<file path="config.mk">
export PLATFORM = sky130hd
export DESIGN_NAME = data_mem_arbiter_flat
export DESIGN_NICKNAME = d
export VERILOG_FILES = /design/src/rtl/data_mem_arbiter_pkg.sv /design/src/rtl/data_mem_arbiter_if.sv /design/src/rtl/data_mem_arbiter_rd_tag_pipe.sv /design/src/rtl/data_mem_arbiter.sv /design/src/flat_wrapper.sv
export SDC_FILE = /design/constraint.sdc
export NUM_CORES = 1
export LEC_CHECK = 0
export CAP_MARGIN = 5
export CORE_AREA = 3 3 101 142
export CTS_CLUSTER_SIZE = 12
export DETAILED_ROUTE_END_ITERATION = 10
export DIE_AREA = 0 0 104 145
export PLACE_DENSITY = 0.77
export SYNTH_ARGS = -nofsm -noshare
export SYNTH_HDL_FRONTEND = slang
export SYNTH_HIERARCHICAL = 1
export SYNTH_SLANG_ARGS = --single-unit
export TNS_END_PERCENT = 30
</file>
<file path="constraint.sdc">
create_clock -name clk -period 1.45 [get_ports clk]
set_input_delay 0.2175 -clock clk [delete_from_list [all_inputs] [get_ports clk]]
set_output_delay 0.2175 -clock clk [all_outputs]
set_load 0.05 [all_outputs]
</file>
<file path="src/rtl/data_mem_arbiter_pkg.sv">
// Shared types for the two-master data memory arbiter.
// Latency: n/a (types and constants only).
// Backpressure: n/a.
package data_arb_pkg;

    // Width of the consecutive master-0 grant counter.
    localparam int BURST_W = 4;

    // The last grant recorded by the arbiter FSM.
    typedef enum logic [1:0] {
        IDLE = 2'd0,
        GNT0 = 2'd1,
        GNT1 = 2'd2
    } arb_state_t;

    typedef logic master_id_t;

    // Owner tag for one in-flight read.
    typedef struct packed {
        logic       valid;
        master_id_t id;
    } rd_tag_t;

endpackage

</file>
<file path="src/rtl/data_mem_arbiter_if.sv">
// Bus bundle for the arbiter: two master request/response ports and the memory port.
// Latency: n/a (wires only).
// Backpressure: mN_stall tells a master to hold its request; the memory port never stalls.
// Ports: m0_*/m1_* master ports, data_* memory port, busy (a read is in flight).
// slave  = arbiter view (takes master requests, drives memory)
// master = environment view (issues requests, returns memory data)
interface data_mem_arbiter_if #(
    parameter int AW = 32,
    parameter int DW = 32
);
    logic [AW-1:0] m0_address;
    logic          m0_read;
    logic          m0_write;
    logic [DW-1:0] m0_writedata;
    logic          m0_stall;
    logic [DW-1:0] m0_readdata;
    logic          m0_rvalid;

    logic [AW-1:0] m1_address;
    logic          m1_read;
    logic          m1_write;
    logic [DW-1:0] m1_writedata;
    logic          m1_stall;
    logic [DW-1:0] m1_readdata;
    logic          m1_rvalid;

    logic [AW-1:0] data_address;
    logic          data_read;
    logic          data_write;
    logic [DW-1:0] data_writedata;
    logic [DW-1:0] data_readdata;

    logic          busy;

    modport slave (
        input  m0_address, m0_read, m0_write, m0_writedata,
        output m0_stall, m0_readdata, m0_rvalid,
        input  m1_address, m1_read, m1_write, m1_writedata,
        output m1_stall, m1_readdata, m1_rvalid,
        output data_address, data_read, data_write, data_writedata,
        input  data_readdata,
        output busy
    );

    modport master (
        output m0_address, m0_read, m0_write, m0_writedata,
        input  m0_stall, m0_readdata, m0_rvalid,
        output m1_address, m1_read, m1_write, m1_writedata,
        input  m1_stall, m1_readdata, m1_rvalid,
        input  data_address, data_read, data_write, data_writedata,
        output data_readdata,
        input  busy
    );
endinterface

</file>
<file path="src/rtl/data_mem_arbiter_rd_tag_pipe.sv">
// Shift pipe of read owner tags, one stage per cycle of memory read latency.
// Latency: DEPTH cycles from tag_i to tag_o.
// Backpressure: none; en_i low freezes every stage.
// Ports: clk, rst_n (async active-low), en_i, tag_i (push), tag_o (oldest), busy_o (any valid).
module rd_tag_pipe
    import data_arb_pkg::*;
#(
    parameter int DEPTH = 1
) (
    input  logic    clk,
    input  logic    rst_n,
    input  logic    en_i,
    input  rd_tag_t tag_i,
    output rd_tag_t tag_o,
    output logic    busy_o
);

    rd_tag_t pipe_q [DEPTH];

    always_ff @(posedge clk or negedge rst_n) begin
        if (!rst_n) begin
            for (int i = 0; i < DEPTH; i++) begin
                pipe_q[i] <= '0;
            end
        end else if (en_i) begin
            pipe_q[0] <= tag_i;
            for (int i = 1; i < DEPTH; i++) begin
                pipe_q[i] <= pipe_q[i-1];
            end
        end
    end

    assign tag_o = pipe_q[DEPTH-1];

    always_comb begin
        busy_o = 1'b0;
        for (int i = 0; i < DEPTH; i++) begin
            busy_o = busy_o | pipe_q[i].valid;
        end
    end

endmodule

</file>
<file path="src/rtl/data_mem_arbiter.sv">
// Two-master arbiter for a single-ported data memory; master 0 has priority, master 1 starves at most MAX_BURST cycles.
// Latency: grant/memory strobes combinational with the request; read response RD_LATENCY cycles after grant.
// Backpressure: losing master sees mN_stall and holds its request; clk_enable low stalls every requester.
// Ports: clk, reset_n (async active-low), clk_enable, bus (slave modport: m0/m1 ports, memory port, busy).
module data_mem_arbiter
    import data_arb_pkg::*;
#(
    parameter int AW         = 32,
    parameter int DW         = 32,
    parameter int RD_LATENCY = 1,
    parameter int MAX_BURST  = 4
) (
    input  logic              clk,
    input  logic              reset_n,
    input  logic              clk_enable,
    data_mem_arbiter_if.slave bus
);

    localparam logic [BURST_W-1:0] MAX_B = BURST_W'(MAX_BURST);

    arb_state_t         state_q, state_d;
    logic [BURST_W-1:0] burst_cnt_q, burst_cnt_d;
    logic [BURST_W-1:0] cnt_base;
    logic               req0, req1;
    logic               gnt0, gnt1;
    logic [AW-1:0]      addr_mux;
    logic [DW-1:0]      wdata_mux;
    logic               rd_mux, wr_mux;
    rd_tag_t            tag_in, tag_out;
    logic               rvalid0, rvalid1;
    logic [DW-1:0]      rdata0_q, rdata1_q;
    logic               pipe_busy;

    assign req0 = bus.m0_read | bus.m0_write;
    assign req1 = bus.m1_read | bus.m1_write;

    // The count only carries over while the previous grant was also to master 0.
    assign cnt_base = (state_q == GNT0) ? burst_cnt_q : '0;

    // Grant decision and next state. Nothing is granted while held in reset or frozen.
    always_comb begin
        gnt0        = 1'b0;
        gnt1        = 1'b0;
        state_d     = state_q;
        burst_cnt_d = burst_cnt_q;
        if (reset_n && clk_enable) begin
            if (req0 && (!req1 || burst_cnt_q < MAX_B)) begin
                gnt0 = 1'b1;
            end else if (req1) begin
                gnt1 = 1'b1;
            end

            if (gnt0) begin
                state_d = GNT0;
            end else if (gnt1) begin
                state_d = GNT1;
            end else begin
                state_d = IDLE;
            end

            // Only count master-0 wins that master 1 actually had to wait through.
            if (gnt0 && req1) begin
                burst_cnt_d = (cnt_base >= MAX_B) ? MAX_B : cnt_base + 1'b1;
            end else begin
                burst_cnt_d = '0;
            end
        end
    end

    always_ff @(posedge clk or negedge reset_n) begin
        if (!reset_n) begin
            state_q     <= IDLE;
            burst_cnt_q <= '0;
        end else if (clk_enable) begin
            state_q     <= state_d;
            burst_cnt_q <= burst_cnt_d;
        end
    end

    // Memory port mux; a simultaneous read+write is issued as a write only.
    always_comb begin
        addr_mux  = '0;
        wdata_mux = '0;
        rd_mux    = 1'b0;
        wr_mux    = 1'b0;
        if (gnt0) begin
            addr_mux  = bus.m0_address;
            wdata_mux = bus.m0_writedata;
            rd_mux    = bus.m0_read & ~bus.m0_write;
            wr_mux    = bus.m0_write;
        end else if (gnt1) begin
            addr_mux  = bus.m1_address;
            wdata_mux = bus.m1_writedata;
            rd_mux    = bus.m1_read & ~bus.m1_write;
            wr_mux    = bus.m1_write;
        end
    end

    assign bus.data_address   = addr_mux;
    assign bus.data_writedata = wdata_mux;
    assign bus.data_read      = rd_mux;
    assign bus.data_write     = wr_mux;

    // Stalls are forced low during reset so a requester never sees a stale stall.
    assign bus.m0_stall = reset_n & req0 & ~gnt0;
    assign bus.m1_stall = reset_n & req1 & ~gnt1;

    always_comb begin
        tag_in       = '0;
        tag_in.valid = rd_mux;
        tag_in.id    = gnt1 ? master_id_t'(1'b1) : master_id_t'(1'b0);
    end

    rd_tag_pipe #(
        .DEPTH (RD_LATENCY)
    ) u_rd_tag_pipe (
        .clk    (clk),
        .rst_n  (reset_n),
        .en_i   (clk_enable),
        .tag_i  (tag_in),
        .tag_o  (tag_out),
        .busy_o (pipe_busy)
    );

    assign bus.busy = pipe_busy;

    // The tag pipe holds while frozen, so the strobe is masked to keep it one-shot.
    assign rvalid0 = clk_enable & tag_out.valid & (tag_out.id == 1'b0);
    assign rvalid1 = clk_enable & tag_out.valid & (tag_out.id == 1'b1);

    // Each master's readdata shows live memory data on its strobe and holds it afterwards.
    always_ff @(posedge clk or negedge reset_n) begin
        if (!reset_n) begin
            rdata0_q <= '0;
            rdata1_q <= '0;
        end else begin
            if (rvalid0) begin
                rdata0_q <= bus.data_readdata;
            end
            if (rvalid1) begin
                rdata1_q <= bus.data_readdata;
            end
        end
    end

    assign bus.m0_rvalid   = rvalid0;
    assign bus.m1_rvalid   = rvalid1;
    assign bus.m0_readdata = rvalid0 ? bus.data_readdata : rdata0_q;
    assign bus.m1_readdata = rvalid1 ? bus.data_readdata : rdata1_q;

endmodule
</file>
<file path="src/flat_wrapper.sv">
// flat-port wrapper written by rule: the top's interface ports become plain ports
module data_mem_arbiter_flat import data_arb_pkg::*;
#(
    parameter int AW         = 32,
    parameter int DW         = 32,
    parameter int RD_LATENCY = 1,
    parameter int MAX_BURST  = 4
)
  (clk, reset_n, clk_enable, bus_m0_address, bus_m0_read, bus_m0_write, bus_m0_writedata, bus_m0_stall, bus_m0_readdata, bus_m0_rvalid, bus_m1_address, bus_m1_read, bus_m1_write, bus_m1_writedata, bus_m1_stall, bus_m1_readdata, bus_m1_rvalid, bus_data_address, bus_data_read, bus_data_write, bus_data_writedata, bus_data_readdata, bus_busy);
  data_mem_arbiter_if #(.AW(AW), .DW(DW)) bus_i ();
  input  logic clk;
  input  logic reset_n;
  input  logic clk_enable;
  input wire logic [$bits(bus_i.m0_address)-1:0] bus_m0_address;
  input wire logic [$bits(bus_i.m0_read)-1:0] bus_m0_read;
  input wire logic [$bits(bus_i.m0_write)-1:0] bus_m0_write;
  input wire logic [$bits(bus_i.m0_writedata)-1:0] bus_m0_writedata;
  output wire logic [$bits(bus_i.m0_stall)-1:0] bus_m0_stall;
  output wire logic [$bits(bus_i.m0_readdata)-1:0] bus_m0_readdata;
  output wire logic [$bits(bus_i.m0_rvalid)-1:0] bus_m0_rvalid;
  input wire logic [$bits(bus_i.m1_address)-1:0] bus_m1_address;
  input wire logic [$bits(bus_i.m1_read)-1:0] bus_m1_read;
  input wire logic [$bits(bus_i.m1_write)-1:0] bus_m1_write;
  input wire logic [$bits(bus_i.m1_writedata)-1:0] bus_m1_writedata;
  output wire logic [$bits(bus_i.m1_stall)-1:0] bus_m1_stall;
  output wire logic [$bits(bus_i.m1_readdata)-1:0] bus_m1_readdata;
  output wire logic [$bits(bus_i.m1_rvalid)-1:0] bus_m1_rvalid;
  output wire logic [$bits(bus_i.data_address)-1:0] bus_data_address;
  output wire logic [$bits(bus_i.data_read)-1:0] bus_data_read;
  output wire logic [$bits(bus_i.data_write)-1:0] bus_data_write;
  output wire logic [$bits(bus_i.data_writedata)-1:0] bus_data_writedata;
  input wire logic [$bits(bus_i.data_readdata)-1:0] bus_data_readdata;
  output wire logic [$bits(bus_i.busy)-1:0] bus_busy;
  assign bus_i.m0_address = bus_m0_address;
  assign bus_i.m0_read = bus_m0_read;
  assign bus_i.m0_write = bus_m0_write;
  assign bus_i.m0_writedata = bus_m0_writedata;
  assign bus_m0_stall = bus_i.m0_stall;
  assign bus_m0_readdata = bus_i.m0_readdata;
  assign bus_m0_rvalid = bus_i.m0_rvalid;
  assign bus_i.m1_address = bus_m1_address;
  assign bus_i.m1_read = bus_m1_read;
  assign bus_i.m1_write = bus_m1_write;
  assign bus_i.m1_writedata = bus_m1_writedata;
  assign bus_m1_stall = bus_i.m1_stall;
  assign bus_m1_readdata = bus_i.m1_readdata;
  assign bus_m1_rvalid = bus_i.m1_rvalid;
  assign bus_data_address = bus_i.data_address;
  assign bus_data_read = bus_i.data_read;
  assign bus_data_write = bus_i.data_write;
  assign bus_data_writedata = bus_i.data_writedata;
  assign bus_i.data_readdata = bus_data_readdata;
  assign bus_busy = bus_i.busy;
  data_mem_arbiter #(.AW(AW), .DW(DW), .RD_LATENCY(RD_LATENCY), .MAX_BURST(MAX_BURST)) u_core (.clk(clk), .reset_n(reset_n), .clk_enable(clk_enable), .bus(bus_i));
endmodule
</file>
==> results of run 1 <==
-- state kept, by name, indices dropped and copies added, names as in the netlist --
name	flops
u_core/rdata0_q	32
u_core/rdata1_q	32
u_core/burst_cnt_q	4
u_core/state_q	2
u_core/u_rd_tag_pipe/busy_o	1
u_core/u_rd_tag_pipe/tag_o	1
-- timing repair --
action                                  in CTS  in global routing
gates resized for setup                     79                  9
cloned                                       0                  0
pin swaps                                    1                  3
endpoints found under the setup margin     143                141
setup buffers                                4                  5
-- power by group through the flow --
stage | Clock [W] | Sequential [W] | Combinational [W]
CTS | 0.00235 | 0.00250 | 0.00502
detailed placement | 0 | 0.00252 | 0.00467
floorplan | 0 | 0.00248 | 0.00285
global route | 0.00243 | 0.00254 | 0.00520
global placement | 0 | 0.00250 | 0.00463
finish | 0.00231 | 0.00250 | 0.00502
-- final cells by class --
type,count,share of cell area [%]
Antenna cell,2,0.0502
Clock buffer,10,2.30
Clock inverter,5,0.816
Inverter,2,0.0753
Multi-Input combinational cell,290,31.9
Sequential cell,72,18.1
Tap cell,182,2.28
Timing Repair Buffer,350,44.4
-- worst max-delay path: cells and delay by family, from the launching register on --
family / cells / cell delay (ns)
multiplexers: 1 / 0.28
buffers and inverters: 3 / 0.56
AND/OR/NAND/NOR: 1 / 0.06
AO/OA/AOI/OAI: 1 / 0.15
flip-flops: 1 / 0.40
-- synth_stat cells --
cell type and count:
nor2b_1 1, mux2i_1 64, buf_2 13, nor3_1 1, o21ai_0 4, ha_1 1, a211oi_1 1, and3b_1 2
nand2_1 131, buf_4 8, a21oi_1 3, and2_1 2, a21boi_0 1, nor2_1 1, nor2_2 1, o22ai_2 1
nand3b_1 1, inv_1 2, o21ai_1 1, nand3_1 1, o211a_1 2, clkbuf_1 5, buf_6 3, mux2_2 66
a22o_1 1, dfrtp_1 72, o22a_1 1, o41ai_2 1, a32o_1 2
-- cells in the final DEF (no fill, tap or decap), types with 3 or more instances in the layout --
master,instances
buf_12,93
buf_4,32
buf_6,59
clkbuf_16,9
clkdlybuf4s50_1,162
dfrtp_1,70
dlygate4sd2_1,3
mux2_2,4
mux2_4,62
mux2i_4,62
nand2_1,131
-- routing by layer --
| metal | vias up | global-route usage, % |
|---|---|---|
| met3 | 47 | 8.50 |
| met1 | 2051 | 26.0 |
| met4 | 10 | 9.31 |
| met5 | - | 0 |
| li1 | 2002 | - |
| met2 | 242 | 42.3 |
-- how the worst min path moves through the flow --
stage,from,end,depth (start not counted)
after global placement,u_core/burst_cnt_q[0],u_core/burst_cnt_q[0],2
after detailed placement,u_core/burst_cnt_q[0],u_core/burst_cnt_q[0],2
after CTS,reset_n,u_core/burst_cnt_q[2],3
after global routing,reset_n,u_core/burst_cnt_q[2],3
after floorplan,reset_n,u_core/burst_cnt_q[0],0
final,reset_n,u_core/burst_cnt_q[2],3
-- metrics by stage --
stage / cells / setup TNS (ns) / util (%) / total power (W) / setup slack, ns
after floorplan: 393 / -39.23 / - / 0.00533 / -0.254
after global placement: 888 / -87.34 / 69.8 / 0.00713 / -0.588
after detailed placement: 888 / -91.02 / 69.8 / 0.00719 / -0.613
after CTS: 907 / -62.98 / 74.6 / 0.00987 / -0.581
after global routing: 913 / -68.54 / 75.2 / 0.0102 / -0.609
final: 913 / -61.15 / 75.2 / 0.00984 / -0.551
-- logic make-up after synthesis --
kind of cell / after synthesis / synth area share (%)
simple gates: 141 / 13.6
mux: 130 / 33.9
flops: 72 / 44.2
buf+inv: 31 / 4.54
compound gates: 18 / 3.47
fa+ha+maj: 1 / 0.307
==> results_dict.tcl, run 1 <==
set metrics [dict create \
    ant_nets 0 \
    route.met3.wl_microns 1690 \
    worst_slack_ns -0.551 \
    place_congestion 0.796 \
    status "finished, violations left" \
    num_io_pins 302 \
    fill_cells 828 \
    layout-drive-gt1-share_pct 47.2 \
    finalHoldViolCount 0 \
    start_kind "flip-flop" \
    yosysWarningCount 6 \
    dpl_cell_area_sq_mm 0.00926 \
    multi_input_area_sq_mm 0.00318 \
    hold_slack_ns 0.289 \
    ys_top_cells_by_area "dfrtp_1 (44%), mux2_2 (18%), mux2i_1 (16%)" \
    power_frac_seq_pct 25.4 \
    violations "setup timing" \
    finalSetupViolations 139 \
    route.vias.total 4352 \
    yosysTopAreaCell "dfrtp_1" \
    max_freq_ghz 0.500 \
    power.switching_w 0.00364 \
    wl_met1_microns 6510 \
    seq_area_sq_mm 0.00180 \
    worstReg2RegEnd "u_core/burst_cnt_q[0]" \
    worstSkewPairLatency_ns 0.33 \
    cp_slowest_cell "dfrtp_1" \
    yosys.area.top_type_share_pct 44.2 \
    hold_buffers 0 \
    cts_tree "built" \
    clkPwrFrac_pct 23.5 \
    grt-ovfl-total 0 \
    wl_met2_microns 9380 \
    finalInstanceArea_sq_mm 0.00997 \
    synth_fp_nets 561 \
    rsz0062_at_grt "true" \
    syn_to_final_growth_pct 144 \
    clk_pin_slew_worst_paths_ns 0.05 \
    reg2reg_depth 6 \
    ys_types 29 \
    htreeDepth 3 \
    power_density_mw_per_mm2 987 \
    cp_common_cell "buf_12" \
    num_rows 50 \
    crit_required_ns 1.23 \
    grt_max_degree 73 \
    cp_cell_sequence "nor2_4 > o22ai_4 > buf_12 > buf_12 > mux2i_2 > buf_12" \
    grt_pass1_vias 5023 \
    ys_seq_area_share_pct 44.2 \
    cts_buffers 9 \
    leakage_nw 4.26 \
    final.setup_skew_ns 0.00530 \
    die_h_microns 145 \
    comb_power_share_pct 51.1 \
    via_per_inst 4.77 \
    max_cap_viol_count 0 \
    critPathMaxStageDelay_ns 0.40 \
    worst_pin_slew_ns 0.892 \
    cts-root-buf "clkbuf_16" \
    reg2reg_setup_slack_ns -0.13 \
    finalCriticalPeriod_ns 2.00 \
    drv_slew 0 \
    antenna_found_initial 7 \
    hpwl_microns 14100 \
    synthCells 393 \
    swShare_pct 37.0 \
    cp-startpoint "u_core/burst_cnt_q[2]" \
    ys_seq_elements 72 \
    crit_path_max_fanout 14 \
    rr_startpoint "u_core/burst_cnt_q[3]" \
    post_drt_wl_per_cell_microns 19.9 \
    wl_microns 18200 \
    drc_errors 0 \
    peakVddDrop_uv 1330 \
    design.core.area_sq_mm 0.0133 \
    crit_type "reg -> out" \
    critPathCaptureType "output pin" \
    die_area_sq_mm 0.0151 \
    period_share_pct 138 \
    synth.cell_area_sq_mm 0.00408 \
    grt_pass1_wl_microns 28600 \
    relSlewSlack_pct 40.6 \
    initial_core_util_pct 30.8 \
    port_buffers 301 \
    die_x_microns 104 \
    endpoint "bus_data_address[29]" \
    clk_path_buf_depth 2 \
    drt_iter0_markers 163 \
    highest_layer "met5" \
    grt_usage_pct 23.9 \
    cp.arrival_ns 1.78 \
    dr.pass1.iters 4 \
    synth_area_per_cell_sq_um 10.4 \
    cts.sinks 72 \
    p_int_w 0.00620 \
    fin_nets 893 \
    hold_path_class "in -> async" \
]
Note: power is estimated with default switching activity, not from simulation.
==> inputs of run 2 (changes only) <==
--- a/config.mk
+++ b/config.mk
@@ -6,11 +6,12 @@
 export NUM_CORES = 1
 export LEC_CHECK = 0
 export CAP_MARGIN = 5
-export CORE_AREA = 3 3 101 142
+export CORE_AREA = 3 3 121 123
 export CTS_CLUSTER_SIZE = 12
 export DETAILED_ROUTE_END_ITERATION = 10
-export DIE_AREA = 0 0 104 145
-export PLACE_DENSITY = 0.77
+export DIE_AREA = 0 0 124 126
+export PLACE_DENSITY = 0.75
+export SKIP_LAST_GASP = 1
 export SYNTH_ARGS = -nofsm -noshare
 export SYNTH_HDL_FRONTEND = slang
 export SYNTH_HIERARCHICAL = 1
==> run 2 against run 1 <==
Maximum frequency down 4.8%. Flip-flop and latch count unchanged. Critical path type is now in -> out. First-iteration DRC count up 38%. Sequential share of layout area up 0.36 points. The run still ends with setup timing left. Worst hold slack worse by 0.091 ns. Total power down 4.3%. Final area down 2.0%.
==> results_dict.tcl, run 2 (same netlist as run 1, synthesis figures left out) <==
set metrics [dict create \
    layout-drive-gt1-share_pct 46.4 \
    max_freq_ghz 0.476 \
    path_buf_inv 5 \
    grt_pass1_vias 4971 \
    power_w 0.00942 \
    finalCriticalPeriod_ns 2.10 \
    cts.sinks 72 \
    design.core.area_sq_mm 0.0138 \
    hold_path_class "in -> async" \
    worst_slack_ns -0.652 \
    cp_slowest_cell "clkdlybuf4s50_1" \
    hpwl_microns 15200 \
    drv_slew 0 \
    via_per_inst 4.83 \
    reg2reg_depth 4 \
    stdcell_count 914 \
    final_common_cell "clkdlybuf4s50_1" \
    route.vias.total 4415 \
    post_drt_wl_per_cell_microns 21.2 \
    syn_to_final_growth_pct 139 \
    status "finished, violations left" \
    finalHoldViolCount 0 \
    drc_errors 0 \
    critPathCaptureType "output pin" \
    cp_cell_sequence "clkdlybuf4s50_1 > o22ai_4 > buf_12 > buf_16 > buf_12 > mux2i_4 > buf_12" \
    finalSetupViolations 135 \
    power_frac_seq_pct 26.5 \
    comb_power_share_pct 50.3 \
    grt_max_degree 65 \
    finalInstanceArea_sq_mm 0.00977 \
    final.setup_skew_ns 0.0102 \
    post-place-ws_ns -0.666 \
    top_regs "u_core/rdata0_q x32, u_core/rdata1_q x32, u_core/burst_cnt_q x4" \
    ant_nets 0 \
    reg2reg_setup_slack_ns -0.02 \
    clk_path_buf_depth 2 \
    grt_usage_pct 24.5 \
    crit_path_max_fanout 6 \
    place_congestion 0.821 \
    period_share_pct 145 \
    crit_required_ns 1.23 \
    antenna_found_initial 8 \
    grt_pass1_wl_microns 29000 \
    num_io_pins 302 \
    rr_startpoint "u_core/burst_cnt_q[3]" \
    power.switching_w 0.00356 \
    die_h_microns 126 \
    dr.pass1.iters 4 \
    cp_top_family "buffers and inverters" \
    relSlewSlack_pct 46.9 \
    start_kind "primary input" \
    fin_nets 890 \
    cts_tree "built" \
    initial_core_util_pct 29.6 \
    num_rows 43 \
    critPathMaxStageDelay_ns 0.50 \
    violations "setup timing" \
    power_density_mw_per_mm2 964 \
    die_x_microns 124 \
    rsz0062_at_grt "true" \
    swShare_pct 37.8 \
    p_int_w 0.00586 \
    worstReg2RegEnd "u_core/u_rd_tag_pipe/busy_o" \
    wl_microns 19300 \
    crit_type "in -> out" \
    cp.arrival_ns 1.88 \
    dp.cells 883 \
    peakVddDrop_uv 1350 \
    port_buffers 301 \
    fill_cells 916 \
    worstSkewPairLatency_ns 0.33 \
    dpl_cell_area_sq_mm 0.00925 \
    drt_iter0_markers 225 \
    max_cap_viol_count 0 \
    mostFrequentLayoutCells "clkdlybuf4s50_1 (162), nand2_1 (131), buf_12 (92), buf_4 (82), dfrtp_1 (71)" \
    clkPwrFrac_pct 23.2 \
    cts-root-buf "clkbuf_16" \
    cts_buffers 9 \
    die_area_sq_mm 0.0156 \
    leakage_nw 4.20 \
    htreeDepth 3 \
    worst_pin_slew_ns 0.796 \
    utilization_pct 70.9 \
    grt-ovfl-total 0 \
    clk_pin_slew_worst_paths_ns 0.06 \
    cp_common_cell "buf_12" \
]
-- run 2: cell count changes in the layout (fill, tap and decap cells not counted), sizes merged --
| cell | delta |
|---|---|
| dlygate4sd3 | +1 |
| inv | -1 |
| diode | +5 |
| bufinv | -1 |
| clkinv | +2 |
| dlymetal6s2s | +1 |
| dlygate4sd2 | -1 |
| clkbuf | +1 |
| buf | -4 |
-- run 2: worst reg2reg max path, stage by stage, from the launching register on --
cell and delay, ns:
dfrtp_1 0.40, buf_4 0.15, o21ai_0 0.39, a211oi_4 0.14, mux2_2 0.28
-- run 2: layer usage --
metal | vias to the layer above | GRT usage [%] | wire length (microns)
met3 | 42 | 8.40 | 1920
met5 | - | 0 | 11
met2 | 224 | 43.3 | 10100
met4 | 2 | 12.2 | 719
met1 | 2142 | 25.4 | 6600
li1 | 2005 | - | -
-- run 2: worst max path at each step --
stage | start | endpoint | slack, ns | cells past startpoint
global placement | bus_m1_write | bus_data_writedata[10] | -0.61 | 7
floorplan | u_core/u_rd_tag_pipe/busy_o | bus_m0_readdata[10] | -0.25 | 4
global route | u_core/burst_cnt_q[3] | bus_data_writedata[22] | -0.72 | 7
CTS | u_core/burst_cnt_q[2] | bus_data_address[2] | -0.66 | 7
detailed placement | bus_m1_write | bus_data_writedata[23] | -0.67 | 7
finish | bus_m0_write | bus_data_address[21] | -0.65 | 7
-- run 2: timing repair --
action	CTS	global route
buffers inserted	5	0
resized for setup	18	1
setup endpoints to repair	137	138
gates cloned	2	0
hold buffers	1	0
endpoints found under the hold margin	8	0
pin swaps	1	1
-- run 2: power by group through the flow --
stage	clock network [W]	logic, W	registers [W]
after floorplan	0	0.00285	0.00248
after global placement	0	0.00460	0.00250
after detailed placement	0	0.00467	0.00253
after CTS	0.00224	0.00477	0.00250
after global routing	0.00234	0.00492	0.00253
final	0.00218	0.00474	0.00249
-- run 2: area by class of cell --
type	instances	area [sq um]	area share [%]
Timing Repair Buffer	347	4260	43.6
Multi-Input combinational cell	290	3150	32.3
Sequential cell	72	1800	18.5
Clock buffer	11	243	2.49
Tap cell	180	225	2.31
Clock inverter	5	56.3	0.576
Antenna cell	7	17.5	0.179
Inverter	2	7.51	0.0769
-- run 2: per-stage QoR --
stage	setup TNS, ns	hold slack [ns]
after floorplan	-39.23	-0.0781
after detailed placement	-87.23	0.268
final	-66.15	0.198
after CTS	-68.07	0.228
after global routing	-75.35	0.248
after global placement	-84.88	0.278
